===== src/rtl/alu_wb_pkg.sv =====
// Shared definitions for the ALU writeback/register-file block.
// Holds the funct codes, the result-slice index enum and the funct decoder.
package alu_wb_pkg;

  localparam logic [5:0] FUNCT_ADD = 6'b100000;
  localparam logic [5:0] FUNCT_SUB = 6'b100010;
  localparam logic [5:0] FUNCT_SRL = 6'b000010;
  localparam logic [5:0] FUNCT_AND = 6'b100100;
  localparam logic [5:0] FUNCT_OR  = 6'b100101;
  localparam logic [5:0] FUNCT_SLT = 6'b101010;

  // Slice index into the packed result bus
  typedef enum logic [2:0] {
    SelAdd = 3'd0,
    SelSub = 3'd1,
    SelSrl = 3'd2,
    SelAnd = 3'd3,
    SelOr  = 3'd4,
    SelSlt = 3'd5
  } sel_e;

  // Returns {illegal, slice index}; index is SelAdd for illegal codes
  function automatic logic [3:0] decode_funct(input logic [5:0] funct);
    logic illegal;
    sel_e sel;
    illegal = 1'b0;
    sel     = SelAdd;
    case (funct)
      FUNCT_ADD: sel = SelAdd;
      FUNCT_SUB: sel = SelSub;
      FUNCT_SRL: sel = SelSrl;
      FUNCT_AND: sel = SelAnd;
      FUNCT_OR:  sel = SelOr;
      FUNCT_SLT: sel = SelSlt;
      default:   illegal = 1'b1;
    endcase
    return {illegal, sel};
  endfunction

endpackage


===== src/rtl/alu_wb_regarray.sv =====
// Register storage: NUM_REGS x DATA_W, one write port, two asynchronous read ports.
// Register 0 always reads as zero and ignores writes.
// Ports:
//   clk, rst           clock, asynchronous active-high reset (clears all registers)
//   we, waddr, wdata   write port
//   raddr1/rdata1      read port 1
//   raddr2/rdata2      read port 2
module alu_wb_regarray #(
  parameter int unsigned DATA_W   = 32,
  parameter int unsigned NUM_REGS = 32,
  parameter int unsigned ADDR_W   = $clog2(NUM_REGS)
) (
  input  logic              clk,
  input  logic              rst,
  input  logic              we,
  input  logic [ADDR_W-1:0] waddr,
  input  logic [DATA_W-1:0] wdata,
  input  logic [ADDR_W-1:0] raddr1,
  output logic [DATA_W-1:0] rdata1,
  input  logic [ADDR_W-1:0] raddr2,
  output logic [DATA_W-1:0] rdata2
);

  logic [DATA_W-1:0] regs [NUM_REGS];

  always_ff @(posedge clk or posedge rst) begin
    if (rst) begin
      for (int unsigned i = 0; i < NUM_REGS; i++) begin
        regs[i] <= '0;
      end
    end else if (we && (waddr != '0) && (32'(waddr) < NUM_REGS)) begin
      regs[waddr] <= wdata;
    end
  end

  always_comb begin
    rdata1 = '0;
    rdata2 = '0;
    if ((raddr1 != '0) && (32'(raddr1) < NUM_REGS)) rdata1 = regs[raddr1];
    if ((raddr2 != '0) && (32'(raddr2) < NUM_REGS)) rdata2 = regs[raddr2];
  end

endmodule


===== src/rtl/alu_wb_regfile.sv =====
// ALU result select, single writeback stage and register file with forwarding.
// Ports:
//   clk, rst                      clock, asynchronous active-high reset
//   in_valid/in_ready             result bundle handshake
//   funct, rd, res_bus            function code, destination, packed results
//   host_we/host_addr/host_wdata  host write port, priority over pipeline commit
//   rs1_addr/rs1_data, rs2_*      forwarding read ports
//   illegal_pulse                 high in the cycle an illegal funct commits
//   wb_count, illegal_count       saturating event counters
module alu_wb_regfile
  import alu_wb_pkg::*;
#(
  parameter int unsigned DATA_W   = 32,
  parameter int unsigned NUM_REGS = 32,
  parameter int unsigned ADDR_W   = $clog2(NUM_REGS),
  parameter int unsigned CNT_W    = 16
) (
  input  logic                clk,
  input  logic                rst,
  input  logic                in_valid,
  output logic                in_ready,
  input  logic [5:0]          funct,
  input  logic [ADDR_W-1:0]   rd,
  input  logic [6*DATA_W-1:0] res_bus,
  input  logic                host_we,
  input  logic [ADDR_W-1:0]   host_addr,
  input  logic [DATA_W-1:0]   host_wdata,
  input  logic [ADDR_W-1:0]   rs1_addr,
  input  logic [ADDR_W-1:0]   rs2_addr,
  output logic [DATA_W-1:0]   rs1_data,
  output logic [DATA_W-1:0]   rs2_data,
  output logic                illegal_pulse,
  output logic [CNT_W-1:0]    wb_count,
  output logic [CNT_W-1:0]    illegal_count
);

  localparam logic [CNT_W-1:0] CNT_ONE = CNT_W'(1);
  localparam logic [CNT_W-1:0] CNT_MAX = '1;

  logic [3:0]        dec;
  logic              dec_illegal;
  sel_e              dec_sel;
  logic [DATA_W-1:0] dec_data;

  logic              s1_valid;
  logic              s1_illegal;
  logic [ADDR_W-1:0] s1_rd;
  logic [DATA_W-1:0] s1_data;

  logic commit;
  logic accept;

  logic              wr_en;
  logic [ADDR_W-1:0] wr_addr;
  logic [DATA_W-1:0] wr_data;
  logic [DATA_W-1:0] arr_rdata1;
  logic [DATA_W-1:0] arr_rdata2;

  assign dec         = decode_funct(funct);
  assign dec_illegal = dec[3];
  assign dec_sel     = sel_e'(dec[2:0]);

  // Explicit slice mux so X on unselected slices cannot reach the stage
  always_comb begin
    dec_data = '0;
    if (!dec_illegal) begin
      case (dec_sel)
        SelAdd:  dec_data = res_bus[0*DATA_W +: DATA_W];
        SelSub:  dec_data = res_bus[1*DATA_W +: DATA_W];
        SelSrl:  dec_data = res_bus[2*DATA_W +: DATA_W];
        SelAnd:  dec_data = res_bus[3*DATA_W +: DATA_W];
        SelOr:   dec_data = res_bus[4*DATA_W +: DATA_W];
        SelSlt:  dec_data = res_bus[5*DATA_W +: DATA_W];
        default: dec_data = '0;
      endcase
    end
  end

  assign commit        = s1_valid && !host_we;
  assign in_ready      = !s1_valid || commit;
  assign accept        = in_valid && in_ready;
  assign illegal_pulse = commit && s1_illegal;

  always_ff @(posedge clk or posedge rst) begin
    if (rst) begin
      s1_valid   <= 1'b0;
      s1_illegal <= 1'b0;
      s1_rd      <= '0;
      s1_data    <= '0;
    end else if (accept) begin
      s1_valid   <= 1'b1;
      s1_illegal <= dec_illegal;
      s1_rd      <= rd;
      s1_data    <= dec_data;
    end else if (commit) begin
      s1_valid <= 1'b0;
    end
  end

  always_ff @(posedge clk or posedge rst) begin
    if (rst) begin
      wb_count      <= '0;
      illegal_count <= '0;
    end else if (commit) begin
      if (s1_illegal) begin
        if (illegal_count != CNT_MAX) illegal_count <= illegal_count + CNT_ONE;
      end else begin
        if (wb_count != CNT_MAX) wb_count <= wb_count + CNT_ONE;
      end
    end
  end

  // Host write wins the single array port; commit is already blocked while host_we is high.
  // Writes to r0 are filtered inside the array.
  always_comb begin
    wr_en   = 1'b0;
    wr_addr = s1_rd;
    wr_data = s1_data;
    if (host_we) begin
      wr_en   = 1'b1;
      wr_addr = host_addr;
      wr_data = host_wdata;
    end else if (s1_valid && !s1_illegal) begin
      wr_en = 1'b1;
    end
  end

  alu_wb_regarray #(
    .DATA_W   (DATA_W),
    .NUM_REGS (NUM_REGS),
    .ADDR_W   (ADDR_W)
  ) u_regarray (
    .clk    (clk),
    .rst    (rst),
    .we     (wr_en),
    .waddr  (wr_addr),
    .wdata  (wr_data),
    .raddr1 (rs1_addr),
    .rdata1 (arr_rdata1),
    .raddr2 (rs2_addr),
    .rdata2 (arr_rdata2)
  );

  // Pending stage entry is forwarded even while stalled behind a host write
  always_comb begin
    rs1_data = arr_rdata1;
    rs2_data = arr_rdata2;
    if (rs1_addr == '0) begin
      rs1_data = '0;
    end else if (s1_valid && !s1_illegal && (s1_rd == rs1_addr)) begin
      rs1_data = s1_data;
    end
    if (rs2_addr == '0) begin
      rs2_data = '0;
    end else if (s1_valid && !s1_illegal && (s1_rd == rs2_addr)) begin
      rs2_data = s1_data;
    end
  end

endmodule


===== config.mk =====
export PLATFORM = sky130hd
export DESIGN_NAME = alu_wb_regfile
export DESIGN_NICKNAME = d
export VERILOG_FILES = /design/src/rtl/alu_wb_pkg.sv /design/src/rtl/alu_wb_regarray.sv /design/src/rtl/alu_wb_regfile.sv
export SDC_FILE = /design/constraint.sdc
export NUM_CORES = 2
export LEC_CHECK = 0
export CELL_PAD_IN_SITES_DETAIL_PLACEMENT = 1
export CELL_PAD_IN_SITES_GLOBAL_PLACEMENT = 2
export CORE_ASPECT_RATIO = 1.75
export CORE_MARGIN = 4
export CORE_UTILIZATION = 43
export CTS_CLUSTER_DIAMETER = 60
export DETAILED_ROUTE_END_ITERATION = 16
export DONT_BUFFER_PORTS = 1
export PLACE_DENSITY = 0.88
export SLEW_MARGIN = 0
export SYNTH_ARGS = -nofsm -noshare
export SYNTH_HDL_FRONTEND = slang
export SYNTH_SLANG_ARGS = --single-unit
export TNS_END_PERCENT = 50

===== constraint.sdc =====
create_clock -name clk -period 40.7 [get_ports clk]
set_input_delay 6.105 -clock clk [delete_from_list [all_inputs] [get_ports clk]]
set_output_delay 6.105 -clock clk [all_outputs]
set_load 0.005 [all_outputs]

==> out/results.txt <==
Status -> finished, final reports clean
Asr flop ratio synth -> 100%
Sequential-to-total area share from yosys stat -> 47.3%
Worst-Margin Slew -> 1.35 ns
Clk slew on worst S/H paths -> 0.06 ns
Drt first pass iters -> 5
CTS tree -> done
Worst hold path type -> register to register
Post-place setup slack -> 26.40 ns
Starting Density -> 43.2%
Fillers -> 14.4k
Port Buffer Count -> 0
Number of synthesized flops with an enable pin -> 0
Fin. max-slew vios -> 0
Die Wd -> 286 um
Lkg Pwr -> 26.4 nW
Hold buffer count at cts -> 0
CP max-delay cell -> mux4_2
Arr. time, crit path -> 8.46 ns
Full die area -> 141000 sq um
Top post-synthesis cells by area -> dfrtp_1, mux4_2, a21oi_1
Number of cells produced by synthesis -> 5469
Peak supply drop -> 0.0000428 V
Post-synth top area cell -> dfrtp_1
Hpwl dp -> 125 mm
Fin crit period -> 14.56 ns
Mapped cell area -> 58000 sq um
Vias per inst -> 6.45
CP delay by family, top -> multiplexers
Clock Path Buffers -> 3
Period Utilization, post-route -> 35.8%
Crit-path cells -> mux4_2 -> mux2_2 -> a221o_1 -> a22o_1
CTS sink count -> 1095
All-Layer GR Usage -> 30.2%
Remaining DRCs -> 0
Post-synthesis register bit count -> 1095
CP required -> 34.59 ns
Yosys Warn Count -> 0
Rel. slew slack -> 9.95%
Die height -> 494 um
Drt wl/cell -> 30.8 um
Htree depth -> 3
Final setup skew -> 0.0323 ns
Row count -> 178
Yosys top cell area share -> 47.3%
Critical Path Start Type -> input port
Leading cell types by count after synthesis -> dfrtp_1, a21oi_1, nor2_1, mux2i_1, mux4_2
Max Cap Viol -> 0
Syn avg cell area -> 10.6 sq um
Power per cell area -> 66.5 nW/um^2
RSZ-0062 raised after global routing -> no
Layout Area Growth over Synthesis -> 8.49%
Inst Count DP -> 6804
Total CTS buffers -> 113
Gp weighted congestion -> 0.833
CP max stage delay -> 0.84 ns
Setup Fix Bufs, Post-CTS -> 0
First-pass GRT wire length -> 319 mm
Ys flop type -> dfrtp_1
CP Buf/Inv Count -> 0
Post-Route WL -> 216 mm
Post-route setup TNS -> 0 ns
Finished Core Util -> 46.8%
Via count -> 45.3k
Layout cell share with drive strength beyond 1 -> 15.7%
Worst skew pair latency -> 0.74 ns
Critical path peak fanout -> 325
Core Area -> 134000 sq um
Worst setup margin -> 26.14 ns
Kind of critical path -> input port to output pin
Nets -> 5375
Fmax -> 68.7 MHz
Initial antenna violation count -> 4
Most numerous cell in the Yosys netlist -> dfrtp_1
CTS root buf -> clkbuf_16
Post-detailed-route count of antenna-violating nets -> 0
Unique masters post-synth -> 64
Post_cts resized -> 0
CP endpoint kind -> output pin
Largest net degree at the start of global routing -> 326
Final std cells w/o fill -> 7015
Syn Nets -> 5725
Total gr overflow -> 0
Final setup fails -> 0
Hold_ws -> 0.396 ns
1st-iter DRT viols -> 3655
Vias in the first global route -> 48.5k
Final hold vios -> 0
IO Count -> 352
-- worst paths after layout --
| check | depth (start not counted) | slack (ns) | to | startpoint |
|---|---|---|---|---|
| max | 4 | 26.14 | rs2_data[10] | rs2_addr[0] |
| min | 0 | 0.40 | u_regarray.regs[997] | u_regarray.regs[997] |
| max reg2reg | 6 | 37.19 | u_regarray.regs[549] | s1_illegal |
| min reg2reg | 0 | 0.40 | u_regarray.regs[997] | u_regarray.regs[997] |
| max in group asynchronous | 4 | 31.91 | u_regarray.regs[359] | rst |
| min in group asynchronous | 1 | 5.33 | u_regarray.regs[602] | rst |
-- placed cells by master, fill, tap and decap left out, types with 6 or more instances in the layout --
cell       instances
mux2i_2           26
a22o_1           100
clkbuf_1          17
nor2b_1            7
nor2_1          1013
mux2_2            44
a21oi_1         1042
o21ai_1           30
nor3_4            16
xnor2_1           26
mux2i_1          357
nand4_1           12
o21ai_0           33
buf_4            105
xor2_1            10
nor3_1            39
nand3b_1           7
mux2i_4            6
clkbuf_16        113
dfrtp_1         1095
clkinv_2          23
nand2_1          167
clkbuf_8          34
mux4_2           380
nor2_4            16
inv_1             44
bufinv_16         10
o22ai_1           65
nand3_1           71
a221o_1           37
a211oi_1          94
a41oi_1           28
inv_6              6
a22oi_1           59
-- area by class of cell --
class | count | area (sq um) | share of cell area [%]
inverters | 46 | 180 | 0.286
flip-flops and latches | 1095 | 27400 | 43.6
repair buffers | 107 | 828 | 1.32
clock inverters | 44 | 510 | 0.811
diodes | 3 | 7.51 | 0.0119
well taps | 1800 | 2250 | 3.58
multi-input cells | 3756 | 28400 | 45.1
clock buffers | 164 | 3360 | 5.34
-- power by group --
group	total (mW)	switching, mW	internal, mW
Combinational	1.18	0.567	0.614
Sequential	1.90	0.368	1.53
Clock	1.10	0.463	0.634
Total	4.18	1.40	2.78
-- registers in the layout (all words and copies together) (netlist names) --
register / count
u_regarray.regs: 1024
s1_data: 32
illegal_count: 16
wb_count: 16
s1_rd: 5
s1_illegal: 1
s1_valid: 1
-- metal layers --
| layer | global-route usage, % | wire length (um) | vias to the layer above |
|---|---|---|---|
| li1 | - | - | 19100 |
| met3 | 5.50 | 14200 | 656 |
| met5 | 0 | 13 | - |
| met2 | 50.6 | 106000 | 1726 |
| met4 | 20.8 | 17500 | 2 |
| met1 | 35.3 | 78500 | 23800 |
-- worst register-to-register path, stage by stage, from the launching register on --
cell and delay, ns:
dfrtp_1 0.52, and2b_1 0.41, a22oi_4 0.32, nor3_4 1.12
buf_4 0.78, nor2_1 0.17, a21oi_1 0.15
-- kinds of logic (layout without fill, tap and decap cells) --
family | count (synthesis) | count (layout) | share of synthesized area (%)
buffers and inverters | 618 | 361 | 4.56
other | 0 | 3 | 0
muxes | 813 | 813 | 22.3
xor gates and xnor gates | 36 | 36 | 0.544
adders and majority gates | 2 | 2 | 0.0431
and+or+nand+nor | 1397 | 1397 | 10.1
DFF | 1095 | 1095 | 47.3
AOI/OAI and AO/OA | 1508 | 1508 | 15.2
-- per-stage QoR --
stage	power, mW	area (sq um)
final	4.18	62900
after global routing	4.41	62900
after CTS	4.18	62900
after detailed placement	3.07	59000
after global placement	2.97	59000
after floorplan	2.73	58000
No activity file was read; power rests on OpenSTA's default activity.
